## config.mk

```make
export PLATFORM = sky130hd
export DESIGN_NAME = mul_int_seq_flat
export DESIGN_NICKNAME = d
export VERILOG_FILES = /design/src/rtl/mul_int_seq_if.sv /design/src/rtl/mul_int_seq.sv /design/src/flat_wrapper.sv
export SDC_FILE = /design/constraint.sdc
export NUM_CORES = 1
export LEC_CHECK = 0
export BUFFER_PORTS_ARGS = -buffer_cell sky130_fd_sc_hd__buf_2
export CORE_MARGIN = 2
export CORE_UTILIZATION = 58
export CTS_BUF_LIST = sky130_fd_sc_hd__clkbuf_4
export CTS_CLUSTER_SIZE = 20
export DETAILED_ROUTE_END_ITERATION = 10
export PLACE_DENSITY_LB_ADDON = 0.25
export SETUP_SLACK_MARGIN = 0.4
export SLEW_MARGIN = 20
export SYNTH_ARGS = -nofsm -noshare
export SYNTH_HDL_FRONTEND = slang
export SYNTH_SLANG_ARGS = --single-unit
```

## constraint.sdc

```tcl
create_clock -name clk -period 2.27 [get_ports clk]
set_clock_uncertainty 0.1 [all_clocks]
set_input_delay 0.3405 -clock clk [delete_from_list [all_inputs] [get_ports clk]]
set_output_delay 0.3405 -clock clk [all_outputs]
set_load 0.005 [all_outputs]
```

## src/rtl/mul_int_seq_if.sv

```systemverilog
// Handshake bundle for mul_int_seq: request (in_*, A, B), response (out_*, P), status.
// valid/ready: a transfer happens on a rising edge where both valid and ready are high;
// the sender holds its data steady while valid is high and ready is low.
interface mul_int_seq_if #(
   parameter int WIDTH = 8
);
   logic             in_valid;
   logic             in_ready;
   logic [WIDTH-1:0] A;
   logic [WIDTH-1:0] B;
   logic             out_valid;
   logic             out_ready;
   logic [WIDTH-1:0] P;
   logic             busy;
   logic [1:0]       fsm_state;

   modport master (
      output in_valid, A, B, out_ready,
      input  in_ready, out_valid, P, busy, fsm_state
   );

   modport slave (
      input  in_valid, A, B, out_ready,
      output in_ready, out_valid, P, busy, fsm_state
   );
endinterface

```

## src/rtl/mul_int_seq.sv

```systemverilog
// Shift-and-add multiplier: one conditional add per clock, WIDTH steps, low WIDTH bits of A*B.
// Fixed latency; the result is held in P until the consumer takes it and kept afterwards.
module mul_int_seq #(
   parameter int WIDTH = 8
) (
   input  logic         clk,
   input  logic         rst,
   mul_int_seq_if.slave bus
);
   localparam int CW = $clog2(WIDTH + 1);
   localparam logic [CW-1:0] LAST = CW'(WIDTH - 1);

   localparam logic [1:0] S_IDLE = 2'd0;
   localparam logic [1:0] S_RUN  = 2'd1;
   localparam logic [1:0] S_DONE = 2'd2;

   logic [1:0]       state;
   logic [WIDTH-1:0] mcand;
   logic [WIDTH-1:0] mplier;
   logic [WIDTH-1:0] acc;
   logic [CW-1:0]    cnt;
   logic [WIDTH-1:0] p_q;
   logic [WIDTH-1:0] acc_sum;

   // Carry out of the add is dropped: only the low WIDTH bits of the product are kept.
   assign acc_sum = mplier[0] ? (acc + mcand) : acc;

   always_ff @(posedge clk or posedge rst) begin
      if (rst) begin
         state  <= S_IDLE;
         mcand  <= '0;
         mplier <= '0;
         acc    <= '0;
         cnt    <= '0;
         p_q    <= '0;
      end else begin
         case (state)
            S_IDLE: begin
               if (bus.in_valid) begin
                  mcand  <= bus.A;
                  mplier <= bus.B;
                  acc    <= '0;
                  cnt    <= '0;
                  state  <= S_RUN;
               end
            end
            S_RUN: begin
               acc    <= acc_sum;
               mcand  <= mcand << 1;
               mplier <= mplier >> 1;
               cnt    <= cnt + CW'(1);
               // No early exit on mplier==0, so latency never depends on operands.
               if (cnt == LAST) begin
                  p_q   <= acc_sum;
                  state <= S_DONE;
               end
            end
            S_DONE: begin
               if (bus.out_ready) begin
                  state <= S_IDLE;
               end
            end
            default: begin
               state <= S_IDLE;
            end
         endcase
      end
   end

   assign bus.in_ready  = (state == S_IDLE) && !rst;
   assign bus.out_valid = (state == S_DONE);
   assign bus.busy      = (state == S_RUN) || (state == S_DONE);
   assign bus.P         = p_q;
   assign bus.fsm_state = state;
endmodule

```

## src/flat_wrapper.sv

```systemverilog
// flat-port wrapper written by rule: the top's interface ports become plain ports
module mul_int_seq_flat 
#(
   parameter int WIDTH = 8
)
  (clk, rst, bus_in_valid, bus_A, bus_B, bus_out_ready, bus_in_ready, bus_out_valid, bus_P, bus_busy, bus_fsm_state);
  mul_int_seq_if #(.WIDTH(WIDTH)) bus_i ();
  input  logic clk;
  input  logic rst;
  input wire logic [$bits(bus_i.in_valid)-1:0] bus_in_valid;
  input wire logic [$bits(bus_i.A)-1:0] bus_A;
  input wire logic [$bits(bus_i.B)-1:0] bus_B;
  input wire logic [$bits(bus_i.out_ready)-1:0] bus_out_ready;
  output wire logic [$bits(bus_i.in_ready)-1:0] bus_in_ready;
  output wire logic [$bits(bus_i.out_valid)-1:0] bus_out_valid;
  output wire logic [$bits(bus_i.P)-1:0] bus_P;
  output wire logic [$bits(bus_i.busy)-1:0] bus_busy;
  output wire logic [$bits(bus_i.fsm_state)-1:0] bus_fsm_state;
  assign bus_i.in_valid = bus_in_valid;
  assign bus_i.A = bus_A;
  assign bus_i.B = bus_B;
  assign bus_i.out_ready = bus_out_ready;
  assign bus_in_ready = bus_i.in_ready;
  assign bus_out_valid = bus_i.out_valid;
  assign bus_P = bus_i.P;
  assign bus_busy = bus_i.busy;
  assign bus_fsm_state = bus_i.fsm_state;
  mul_int_seq #(.WIDTH(WIDTH)) u_core (.clk(clk), .rst(rst), .bus(bus_i));
endmodule
```

==> flow_metrics.env <==
export IMPL_status="finished, violations left"
export IMPL_violations="negative hold slack"
export IMPL_cellPowerDensity_nw_per_um2=1430
export IMPL_finalCritPeriodShare=0.893
export IMPL_rows=21
export IMPL_insertion_delay_ns=0.36
export IMPL_worstSetupPathType="register to register"
export IMPL_wl_per_cell_um=15.0
export IMPL_cap_violations=0
export IMPL_fin_tns_setup_ns=0
export IMPL_nets=294
export IMPL_cts_sinks=38
export IMPL_crit_start="u_core.mcand[0]"
export IMPL_finalHoldViolCount=4
export IMPL_p_leak_nw=1.22
export IMPL_synth_main_ff_cell="dfrtp_1"
export IMPL_cts_hold_buf=0
export IMPL_area_delta_synth_final_pct=25.3
export IMPL_wirelength_mm=4.62
export IMPL_max_freq_mhz=493
export IMPL_cts_path_max_buffers=2
export IMPL_synthDistinctLibCells=37
export IMPL_grt_pass1_vias=1620
export IMPL_drc=0
export IMPL_vias_per_cell=5.63
export IMPL_p_total_mw=3.64
export IMPL_cp_cell_sequence="ha_4 > buf_4 > a211oi_4 > o211ai_1 > a21oi_1 > and3b_2 > xnor2_2 > o21ai_1"
export IMPL_netlist_area_um2=2030
export IMPL_path_buf_inv=1
export IMPL_period_minus_slack_ns=2.03
export IMPL_crit_arrival_ns=2.20
export IMPL_avgSynthCellArea_um2=9.55
export IMPL_synth_top_cell_area_share=0.467
export IMPL_setup_ws_ns=0.244
export IMPL_grt_max_degree=39
export IMPL_antenna_cells=0
export IMPL_finalNonFillerCells=309
export IMPL_start_util=0.605
export IMPL_async_flop_share=1.00
export IMPL_seq_area_frac_synth=0.467
export IMPL_hold_ws_ns=-0.00322
export IMPL_drive_gt1_frac=0.312
export IMPL_dp_cells=290
export IMPL_dr_pass1_iters=4
export IMPL_rsz0062_at_grt="true"
export IMPL_overflow=0
export IMPL_critPathRequiredTime_ns=2.44
export IMPL_path_clk_slew_ns=0.12
export IMPL_ir_worst_vdd_mv=0.899
export IMPL_antenna_found_initial=0
export IMPL_slew_headroom=0.643
export IMPL_core_area_um2=3360
export IMPL_gr_usage_all_layers=0.237
export IMPL_fp_dieArea_um2=4000
export IMPL_cp_start_kind="register"
export IMPL_end_kind="register"
export IMPL_hpwl_mm=2.96
export IMPL_dp_worst_setup_slack_ns=0.238
export IMPL_clock_root_buffer="clkbuf_4"
export IMPL_yosysMostFrequentCell="dfrtp_1"
export IMPL_setup_viol=0
export IMPL_cts_tree="built"
export IMPL_dpl_cell_area_um2=2280
export IMPL_portBuffers=32
export IMPL_ys_ff_latch=38
export IMPL_maxSlewViolCount=0
export IMPL_die_h_um=63.2
export IMPL_final_cell_area_um2=2550
export IMPL_synth_edf_count=0
export IMPL_fp_dieW_um=63.2
export IMPL_detail_route_antenna_nets=0
export IMPL_worstPathMaxFanout=3
export IMPL_worst_slew_pin_slew_ns=0.535
export IMPL_grt_pass1_wl_mm=7.33
export IMPL_cpPeakStageDelay_ns=0.44
export IMPL_cts_max_level=2
export IMPL_cp_top_family="compound AO/OA/AOI/OAI gates"
export IMPL_gp_congestion=0.741
export IMPL_synth_nets=245
export IMPL_reg2reg_from="u_core.mcand[0]"
export IMPL_synth_warning_count=0
export IMPL_synth_common_cells="38 x dfrtp_1, 25 x nor2_1, 22 x nand2_1, 20 x o21ai_1, 13 x o22ai_1"
export IMPL_yosysTopAreaCell="dfrtp_1"
export IMPL_numCtsBuffers=5
export IMPL_drt_iter0_markers=119
export IMPL_synth_area_leaders="dfrtp_1 47%, ha_1 6.8%, mux2i_1 4.9%, o21ai_1 4.9%, nor2_1 4.6%"
export IMPL_hold_class="primary input to async pin"
export IMPL_ios=33
export IMPL_vias=1739
export IMPL_netlist_instances=213
export IMPL_slowest_stage="dfrtp_1"
-- layout by cell type, fill, tap and decap left out, types with 2 or more instances in the layout --
| master | synthesis | final |
|---|---|---|
| o21ai_2 | 1 | 2 |
| a31oi_1 | 2 | 2 |
| ha_1 | 11 | 5 |
| a21o_1 | 2 | 2 |
| mux2i_1 | 10 | 10 |
| clkbuf_4 | 0 | 6 |
| a22o_1 | 9 | 9 |
| buf_2 | 3 | 32 |
| xnor2_1 | 5 | 4 |
| inv_2 | 1 | 4 |
| nand2_4 | 0 | 2 |
| nor2b_1 | 5 | 3 |
| ha_4 | 0 | 6 |
| buf_4 | 0 | 18 |
| nor2b_2 | 0 | 2 |
| o21ai_0 | 3 | 3 |
| inv_1 | 8 | 5 |
| o21a_1 | 2 | 2 |
| o22ai_1 | 13 | 13 |
| nor2_1 | 25 | 25 |
| a21oi_1 | 9 | 8 |
| nor3b_1 | 2 | 2 |
| dfrtp_1 | 38 | 38 |
| o21ai_1 | 20 | 18 |
| nand3_1 | 2 | 2 |
| nand2_1 | 22 | 20 |
-- report_power, final --
group	internal (mW)	switching (mW)
Clock	0.128	0.224
Combinational	1.02	1.05
Sequential	0.953	0.268
-- per-layer routing --
metal / part of all wire / GRT usage
met1: 0.45 / 0.300
met2: 0.50 / 0.411
met3: 0.031 / 0.0429
met4: 0.016 / 0.0815
met5: 0 / 0
-- repair_timing --
| action | 4_1_cts | 5_1_grt |
|---|---|---|
| pin swaps | 5 | 7 |
| setup endpoints to repair | 21 | 29 |
| resized for setup | 10 | 14 |
| buffers inserted | 7 | 4 |
-- flip-flops by register name (all words and copies together) (netlist names) --
signal	cells
u_core.mplier	8
u_core.mcand	8
u_core.cnt	4
u_core.acc	8
u_core.bus.P	8
u_core.bus.fsm_state	2
-- final cells by class --
class | instances | area, µm²
fill | 259 | 813
tap | 46 | 57.6
timing repair buffer | 51 | 307
clock inverter | 2 | 8.76
clock buffer | 6 | 45.0
inverter | 9 | 33.8
sequential | 38 | 951
multi-input combinational | 157 | 1150
-- per-stage QoR --
step | hold WS, ns | util
after floorplan | 0.370 | -
after global placement | 0.361 | 0.678
after detailed placement | 0.369 | 0.678
after CTS | 0.0114 | 0.730
after global routing | 0.0639 | 0.758
final | -0.00322 | 0.758
-- logic make-up after synthesis --
logic type / after synthesis / share of synthesized area
AO/OA/AOI/OAI: 67 / 0.210
AND/OR/NAND/NOR: 63 / 0.140
flip-flops: 38 / 0.467
buffers and inverters: 18 / 0.0351
adder cells (fa/ha/maj): 12 / 0.0775
XOR/XNOR: 5 / 0.0215
multiplexers: 10 / 0.0492
-- final timing paths --
check	to	slack [ns]	cells after the start
min in group clk	u_core.mplier[0]	0.12	3
worst min register to register	u_core.bus.P[3]	0.39	2
worst min-delay path	u_core.cnt[3]	-0.003	3
worst max register to register	u_core.bus.P[7]	0.24	8
max in group asynchronous	u_core.mcand[3]	1.73	3
worst max-delay path	u_core.bus.P[7]	0.24	8
-- worst register-to-register path, cell delays in order (launching register included) --
cell and delay, ns:
dfrtp_1 0.44, ha_4 0.18, buf_4 0.14, a211oi_4 0.23, o211ai_1 0.16, a21oi_1 0.14
and3b_2 0.26, xnor2_2 0.14, o21ai_1 0.17
Power figures use the tool's default switching activity.
